**src/rtl/lfsr_prng.sv**
```systemverilog
// Parametrised Fibonacci LFSR with runtime seed load, one-entry valid/ready output
// register, period-wrap pulse and an advance counter relative to the last anchor.
module lfsr_prng #(
  parameter int              WIDTH = 8,
  parameter logic [WIDTH-1:0] TAPS  = 'h1D,
  parameter logic [WIDTH-1:0] SEED  = 'd1,
  parameter int              STEPS = 1
) (
  input  logic             clk,
  input  logic             rst_n,
  input  logic             en,
  input  logic             load,
  input  logic [WIDTH-1:0] load_data,
  output logic [WIDTH-1:0] lfsr,
  output logic             rnd_valid,
  input  logic             rnd_ready,
  output logic [WIDTH-1:0] rnd_data,
  output logic             wrap,
  output logic [WIDTH-1:0] step_cnt
);

  logic [WIDTH-1:0] state;
  logic [WIDTH-1:0] anchor;
  logic [WIDTH-1:0] nxt;
  logic [WIDTH-1:0] seed_val;
  logic             adv;

  // A zero state would lock the register up, so it re-enters the sequence at SEED.
  function automatic logic [WIDTH-1:0] advance(input logic [WIDTH-1:0] s);
    logic [WIDTH-1:0] t;
    t = s;
    if (s == '0) begin
      t = SEED;
    end else begin
      for (int i = 0; i < STEPS; i++) begin
        t = {^(t & TAPS), t[WIDTH-1:1]};
      end
    end
    return t;
  endfunction

  always_comb begin
    nxt      = advance(state);
    seed_val = (load_data == '0) ? SEED : load_data;
    adv      = en & (~rnd_valid | rnd_ready);
  end

  always_ff @(posedge clk) begin
    if (!rst_n) begin
      state     <= SEED;
      anchor    <= SEED;
      rnd_valid <= 1'b0;
      rnd_data  <= '0;
      wrap      <= 1'b0;
      step_cnt  <= '0;
    end else if (load) begin
      state     <= seed_val;
      anchor    <= seed_val;
      rnd_valid <= 1'b0;
      wrap      <= 1'b0;
      step_cnt  <= '0;
    end else begin
      wrap <= 1'b0;
      if (adv) begin
        state     <= nxt;
        rnd_data  <= nxt;
        rnd_valid <= 1'b1;
        if (nxt == anchor) begin
          wrap     <= 1'b1;
          step_cnt <= '0;
        end else begin
          step_cnt <= step_cnt + 1'b1;
        end
      end else if (rnd_valid && rnd_ready) begin
        rnd_valid <= 1'b0;
      end
    end
  end

  assign lfsr = state;

endmodule
```
**config.mk**
```make
export PLATFORM = sky130hd
export DESIGN_NAME = lfsr_prng
export DESIGN_NICKNAME = d
export VERILOG_FILES = /design/src/rtl/lfsr_prng.sv
export SDC_FILE = /design/constraint.sdc
export NUM_CORES = 1
export LEC_CHECK = 0
export BUFFER_PORTS_ARGS = -buffer_cell sky130_fd_sc_hd__buf_2
export CORE_AREA = 10 10 76 78
export DETAILED_ROUTE_END_ITERATION = 12
export DIE_AREA = 0 0 86 88
export PLACE_DENSITY = 0.69
export REMOVE_ABC_BUFFERS = 1
export SLEW_MARGIN = 0
export SYNTH_ARGS = -nofsm -noshare
export SYNTH_HDL_FRONTEND = slang
export SYNTH_SLANG_ARGS = --single-unit
```
**constraint.sdc**
```tcl
create_clock -name clk -period 5.72 [get_ports clk]
set_input_delay 0.286 -clock clk [delete_from_list [all_inputs] [get_ports clk]]
set_output_delay 0.286 -clock clk [all_outputs]
set_load 0.1 [all_outputs]
```
==> results_dict.tcl, run 1 <==
set metrics [dict create \
    cts_buffer_depth 2 \
    cts-buffers-inserted 5 \
    fp-row-count 24 \
    syn_area_per_cell_sq_um 9.12 \
    clkTransAtPathRegs_ps 70 \
    grt_remaining_overflow 0 \
    first_pass_iters 6 \
    busiest_layer "met2" \
    antenna_found_initial 0 \
    synth_xor_area_frac 0.0735 \
    clock_latency_ps 290 \
    cap_viol_max_count 0 \
    postCtsResizedCells 0 \
    synth_top_family_by_area "compound AO/OA/AOI/OAI gates" \
    routed_via_density 5.41 \
    die-area_sq_um 7570 \
    drc 0 \
    ys_ff_latch 34 \
    p_leak_uw 0.000860 \
    ir_worst_vdd_mv 0.108 \
    netlist.area_leader.share 0.412 \
    muxShareOfSynthArea 0.0425 \
    ys_seq_area_frac 0.412 \
    cts-hold-fix-buffers 0 \
    power_density_nw_per_um2 305 \
    crit_family "simple AND/OR/NAND/NOR gates" \
    hold_viol 0 \
    grt_usage 0.113 \
    initialDrtViolationCount 114 \
    via_count 1460 \
    synth_edf_count 0 \
    grt_util_met1 0.133 \
    period_needed_ps 2280 \
    drt_wl_total_mm 4.16 \
    final.setup_skew_ps 9.36 \
    initial_core_util 0.384 \
    synth_area_leaders "dfxtp_1, a21boi_0, nand2_1" \
    synth_compound_area_frac 0.233 \
    setup_tns_ps 0 \
    dp_hpwl_mm 3.00 \
    yosys.area_share.simple 0.191 \
    worst-path-buf-inv 1 \
    cp-start-kind "flip-flop" \
    die_h_microns 88 \
    htree_levels 2 \
    post-cts-setup-buffers 0 \
    fp.dieW_microns 86 \
    yosys_warnings 0 \
    yosys.area_share.adder 0.0152 \
    hp-class "primary input to flip-flop" \
    insertedDiodeCount 0 \
    synth_flop_cell "dfxtp_1" \
    grt.met3_usage 0.0353 \
    finalSetupViolCount 0 \
    area_delta_synth_final_pct 19.9 \
    design_area_sq_um 1980 \
    grt_pass1_wl_mm 6.93 \
    ios 39 \
    grt_pass1_vias 1430 \
    layout.nets 232 \
    grt_start_max_net_pins 26 \
    gp_congestion 0.799 \
    required_ps 5870 \
    worstPathArrival_ps 2420 \
    slew_violations 0 \
    rsz0062_at_grt "no" \
    cts_tree "done" \
    drtAntennaViolNets 0 \
    end_kind "flip-flop" \
    drive_gt1_frac 0.239 \
    synth_cells 181 \
    crit_slowest_cell "a211oi_4" \
    cts_root_buf "clkbuf_8" \
    multi_input_area_sq_um 916 \
    worstMarginPinSlew_ps 600 \
    clkSinkCount 34 \
    fillers 426 \
    synthArstFlopShare 0 \
    io_buffers 38 \
    post-route-period-util 0.398 \
    synth_top_area_cell "dfxtp_1" \
    final_util 0.461 \
    status "complete, no violations" \
    seqCellArea_sq_um 681 \
    relSlewSlack 0.600 \
    fp.coreArea_sq_um 4290 \
    place_area_sq_um 1870 \
    mappedNetlistArea_sq_um 1650 \
    worst_path_largest_cell_delay_ps 440 \
    synth.distinct_cells 38 \
    critPathKind "flip-flop to flip-flop" \
    grt.met2_usage 0.183 \
    cp_cell_sequence "inv_1 -> ha_1 -> nor4b_4 -> nand3b_2 -> or3_1 -> a211oi_4 -> a211oi_1" \
    crit_fanout 9 \
    wl_per_cell_microns 15.4 \
    fmax_mhz 439 \
]
## synthesized netlist by cell type, drive strengths merged (2+ instances only)
cell	number
clkbuf	8
xnor2	3
nand4	5
dfxtp	34
nor2	6
inv	4
a21boi	12
mux2i	7
and2	6
nor2b	2
and3	2
xor2	10
nor3b	2
o21ai	14
a211oi	9
nand2	24
o211ai	3
a21oi	10
nand3	2
o211a	2
ha	2
## per-layer routing
metal / wire [microns] / vias to the layer above
met3: 305 / 9
met4: 75 / 0
li1: - / 724
met1: 1770 / 685
met5: 0 / -
met2: 2020 / 42
## worst reg2reg max path: cells and delay by family (launching register included)
kind / cells / cell delay, ps
adders and majority gates: 1 / 190
buffers and inverters: 1 / 120
and+or+nand+nor: 3 / 890
AOI/OAI and AO/OA: 2 / 570
DFF: 1 / 360
## cell families (layout without fill, tap and decap cells)
kind of cell | Yosys count | in the layout
simple gates | 57 | 57
fa+ha+maj | 2 | 2
buf+inv | 14 | 51
flops | 34 | 34
compound gates | 54 | 54
xor+xnor | 13 | 13
mux | 7 | 7
## where the power goes
part	switching, uW	total, uW	internal, uW
Sequential	13.8	261	247
Clock	87.8	216	128
Combinational	94.2	128	33.8
## through the flow
stage,hold slack [ps],setup slack (ps),instances,total power [uW]
final,263,3440,270,605
after global routing,280,3220,270,629
after CTS,256,3460,270,608
after detailed placement,477,3470,262,393
after global placement,465,3520,262,392
after floorplan,375,3240,172,363
## final cells by class
class | instances | area share
Multi-Input combinational cell | 133 | 0.463
Sequential cell | 34 | 0.344
Timing Repair Buffer | 38 | 0.0961
Clock buffer | 5 | 0.0348
Tap cell | 52 | 0.0329
Clock inverter | 3 | 0.0202
Inverter | 5 | 0.00948
## flip-flops by register name, summed over array words and instances, names as in the netlist
signal,flops
step_cnt,8
rnd_data,8
rnd_valid,1
anchor,8
lfsr,8
wrap,1
## cells in the final DEF, fill, tap and decap left out, types with 2 or more instances in the layout
| cell | netlist | routed |
|---|---|---|
| buf_2 | 1 | 38 |
| dfxtp_1 | 34 | 34 |
| nand2_1 | 24 | 24 |
| o21ai_0 | 13 | 13 |
| a21boi_0 | 12 | 12 |
| a21oi_1 | 10 | 10 |
| xor2_1 | 10 | 10 |
| a211oi_1 | 8 | 8 |
| mux2i_1 | 7 | 7 |
| nor2_1 | 6 | 6 |
| and2_1 | 6 | 6 |
| nand4_1 | 5 | 5 |
| clkbuf_8 | 0 | 5 |
| inv_1 | 4 | 4 |
| o211ai_1 | 3 | 3 |
| nand3_1 | 2 | 2 |
| o211a_1 | 2 | 2 |
| nor3b_1 | 2 | 2 |
| xnor2_1 | 2 | 2 |
| and3_1 | 2 | 2 |
| nor2b_1 | 2 | 2 |
| ha_1 | 2 | 2 |
| clkinv_2 | 0 | 2 |
## final timing paths
check,slack (ps),end,cells past startpoint,startpoint
setup / recovery,3440,step_cnt[7],7,lfsr[3]
hold / removal,260,rnd_valid,3,en
setup reg to reg,3440,step_cnt[7],7,lfsr[3]
hold reg to reg,480,rnd_data[1],2,rnd_data[1]
Note: power is estimated with default switching activity, not from simulation.
==> inputs of run 2 (changes only) <==
==> constraint.sdc (replaced) <==
create_clock -name clk -period 2.1 [get_ports clk]
set_input_delay 0.105 -clock clk [delete_from_list [all_inputs] [get_ports clk]]
set_output_delay 0.105 -clock clk [all_outputs]
set_load 0.1 [all_outputs]
==> results_dict.tcl, run 2 (synthesized netlist as in run 1, its figures left out) <==
set metrics [dict create \
    clkTransAtPathRegs_ps 70 \
    fp-row-count 24 \
    final.setup_skew_ps 7.31 \
    critPathKind "flip-flop to flip-flop" \
    worstMarginPinSlew_ps 499 \
    power_density_nw_per_um2 754 \
    hp-class "primary input to flip-flop" \
    die_h_microns 88 \
    fillers 403 \
    die-area_sq_um 7570 \
    grt_pass1_wl_mm 7.08 \
    post-route-period-util 0.964 \
    dp_hpwl_mm 3.19 \
    drtAntennaViolNets 0 \
    grt_usage 0.114 \
    wl_per_cell_microns 14.7 \
    fp.coreArea_sq_um 4290 \
    clkSinkCount 34 \
    rsz0062_at_grt "no" \
    cts_tree "done" \
    period_needed_ps 2020 \
    routed_via_density 5.07 \
    post-cts-setup-buffers 0 \
    relSlewSlack 0.670 \
    drive_gt1_frac 0.314 \
    first_pass_iters 4 \
    required_ps 2330 \
    io_buffers 38 \
    grt_pass1_vias 1457 \
    ir_worst_vdd_mv 0.279 \
    finalSetupViolCount 0 \
    drt_wl_total_mm 4.24 \
    final_cell_mix "buf_2, dfxtp_1, nand2_1" \
    gp_congestion 0.896 \
    area_delta_synth_final_pct 28.6 \
    cap_viol_max_count 0 \
    layout.nets 250 \
    cts_root_buf "clkbuf_8" \
    initialDrtViolationCount 104 \
    htree_levels 2 \
    crit_fanout 5 \
    hold_slack_ps 87.2 \
    worstPathArrival_ps 2260 \
    cts-buffers-inserted 5 \
    end_kind "flip-flop" \
    initial_core_util 0.384 \
    antenna_found_initial 0 \
    final_util 0.494 \
    slew_violations 0 \
    status "complete, no violations" \
    mostFrequentLayoutCell "buf_2" \
    cts_buffer_depth 2 \
    grt_remaining_overflow 0 \
    insertedDiodeCount 0 \
    clock_latency_ps 290 \
    cp-start-kind "flip-flop" \
    p_leak_uw 0.000944 \
    hold_viol 0 \
    ios 39 \
    fp.dieW_microns 86 \
    drc 0 \
    via_count 1460 \
    fmax_mhz 494 \
    grt_start_max_net_pins 26 \
]
run 2: power breakdown:
part           switching, uW  leakage, uW  internal [uW]  total (uW)
registers               24.2     0.000279            673         697
logic                    277     0.000617            131         408
clock network            230    0.0000482            264         494
total                    531     0.000944           1070        1600
run 2: per-layer routing:
metal	routed length, microns	vias to the layer above	share of wire	track usage
met3	233	7	0.055	0.0353
met1	1990	667	0.47	0.137
li1	-	755	-	-
met5	0	-	0	0
met2	1940	31	0.46	0.183
met4	79	0	0.019	0.0539
run 2: stage by stage:
step           total power, uW  cells  area, sq um  setup TNS [ps]  setup slack [ps]
2_1_floorplan              989    172         1620           -3670              -385
3_3_place_gp              1110    279         2000               0               134
3_5_place_dp              1110    279         2000               0              72.2
4_1_cts                   1600    287         2090               0              52.0
5_1_grt                   1670    288         2120               0              17.1
6_report                  1600    288         2120               0              75.2
run 2: final timing paths:
path / from / to / slack, ps / cells past startpoint
hold / removal: en / rnd_valid / 90 / 3
setup / recovery: lfsr[2] / wrap / 80 / 8
hold reg to reg: rnd_data[4] / rnd_data[4] / 480 / 2
setup reg to reg: lfsr[2] / wrap / 80 / 8
run 2: final cells by class:
cell class,instances,area (sq um),share of cell area
clock inverters,1,5.00,0.00236
flip-flops and latches,34,682,0.321
well taps,52,65.1,0.0307
clock buffers,7,86.3,0.0407
multi-input cells,133,932,0.439
inverters,5,18.8,0.00884
repair buffers,56,333,0.157
run 2: what timing repair did:
item,4_1_cts,5_1_grt
gates resized for setup,0,9
setup endpoints to repair,0,9
hold buffers,0,0
run 2: worst max-delay path, stage by stage, from the launching register on:
cell and delay, ps:
dfxtp_2 330, inv_2 80, ha_4 130, or4b_4 480
o41ai_4 280, mux2i_2 140, a211oi_4 230, buf_6 150
and3b_1 150
==> inputs of run 3 (changes only) <==
==> constraint.sdc (replaced) <==
create_clock -name clk -period 2.1 [get_ports clk]
set_input_delay 0.105 -clock clk [delete_from_list [all_inputs] [get_ports clk]]
set_output_delay 0.105 -clock clk [all_outputs]
set_load 0.01 [all_outputs]
==> results_dict.tcl, run 3 (synthesized netlist as in run 1, its figures left out) <==
set metrics [dict create \
    insertedDiodeCount 0 \
    pre_cts_ws_ps 94.8 \
    grt_remaining_overflow 0 \
    final.setup_skew_ps 3.67 \
    setup_tns_ps 0 \
    via_count 1516 \
    crit_fanout 5 \
    worstMarginPinSlew_ps 405 \
    worst-path-buf-inv 2 \
    drtAntennaViolNets 0 \
    dp_hpwl_mm 3.18 \
    cts-buffers-inserted 5 \
    design_area_sq_um 2140 \
    fmax_mhz 487 \
    first_pass_iters 4 \
    crit_slowest_cell "or4b_4" \
    slew_violations 0 \
    cap_viol_max_count 0 \
    place_area_sq_um 1990 \
    cts_root_buf "clkbuf_8" \
    grt_pass1_vias 1490 \
    hp-class "primary input to flip-flop" \
    cts_buffer_depth 2 \
    p_leak_uw 0.000952 \
    hold_viol 0 \
    post-route-period-util 0.979 \
    end_kind "flip-flop" \
    finalSetupViolCount 0 \
    cp_cell_sequence "inv_2 -> ha_4 -> or4b_4 -> o41ai_4 -> mux2i_2 -> a211oi_4 -> buf_6 -> and3b_1" \
    fillers 420 \
    clkTransAtPathRegs_ps 70 \
    clkSinkCount 34 \
    final_cell_mix "buf_2, dfxtp_1, nand2_1" \
    fp.coreArea_sq_um 4290 \
    drt_wl_total_mm 4.43 \
    fp-row-count 24 \
    cts-hold-fix-buffers 0 \
    area_delta_synth_final_pct 29.7 \
    power_density_nw_per_um2 721 \
    gp_congestion 0.896 \
    hold_slack_ps 85.9 \
    initialDrtViolationCount 149 \
    fp.dieW_microns 86 \
    die-area_sq_um 7570 \
    clock_latency_ps 290 \
    htree_levels 2 \
    worst_slack_ps 44.9 \
    drc 0 \
    grt_pass1_wl_mm 7.16 \
    io_buffers 38 \
    drive_gt1_frac 0.318 \
    grt_usage 0.118 \
    cp-start-kind "flip-flop" \
    layout.nets 250 \
    worstPathArrival_ps 2290 \
    relSlewSlack 0.727 \
    status "complete, no violations" \
    ir_worst_vdd_mv 0.239 \
    wl_per_cell_microns 15.4 \
    grt_start_max_net_pins 26 \
    die_h_microns 88 \
    ios 39 \
    initial_core_util 0.384 \
    routed_via_density 5.26 \
    critPathKind "flip-flop to flip-flop" \
    antenna_found_initial 0 \
    period_needed_ps 2060 \
    cts_tree "done" \
    mostFrequentLayoutCell "buf_2" \
    worst_path_largest_cell_delay_ps 490 \
    required_ps 2340 \
    crit_family "simple AND/OR/NAND/NOR gates" \
]
run 3: power breakdown:
group / switching (uW) / total, uW / internal (uW) / leakage (uW)
sequential: 27.6 / 701 / 673 / 0.000279
combinational: 151 / 281 / 131 / 0.000616
clock: 230 / 561 / 331 / 0.0000575
run 3: final cells by class:
class | instances | area, sq um | share of cell area
Clock buffer | 8 | 110 | 0.0514
Inverter | 5 | 18.8 | 0.00877
Multi-Input combinational cell | 133 | 932 | 0.435
Sequential cell | 34 | 682 | 0.319
Tap cell | 52 | 65.1 | 0.0304
Timing Repair Buffer | 56 | 333 | 0.155
run 3: final timing paths:
kind	cells past startpoint	slack, ps	end	from
max	8	40	wrap	lfsr[2]
min	2	90	lfsr[2]	load_data[2]
max reg2reg	8	40	wrap	lfsr[2]
min reg2reg	2	480	rnd_data[3]	rnd_data[3]
run 3: through the flow:
step,util,cells,power (uW)
global route,0.499,288,1610
detailed placement,0.464,278,982
floorplan,-,172,861
global placement,0.464,278,979
finish,0.499,288,1540
CTS,0.489,286,1540
run 3: per-layer routing:
metal	vias to the layer above	share of wire	track usage
met5	-	0	0
met4	0	0.017	0.0569
met3	6	0.054	0.0418
met2	41	0.47	0.186
met1	714	0.46	0.139
li1	755	-	-
run 3: repair_timing:
action                                  in CTS  in global routing
resized for setup                            0                  9
endpoints found under the setup margin       0                  9
setup buffers                                0                  1
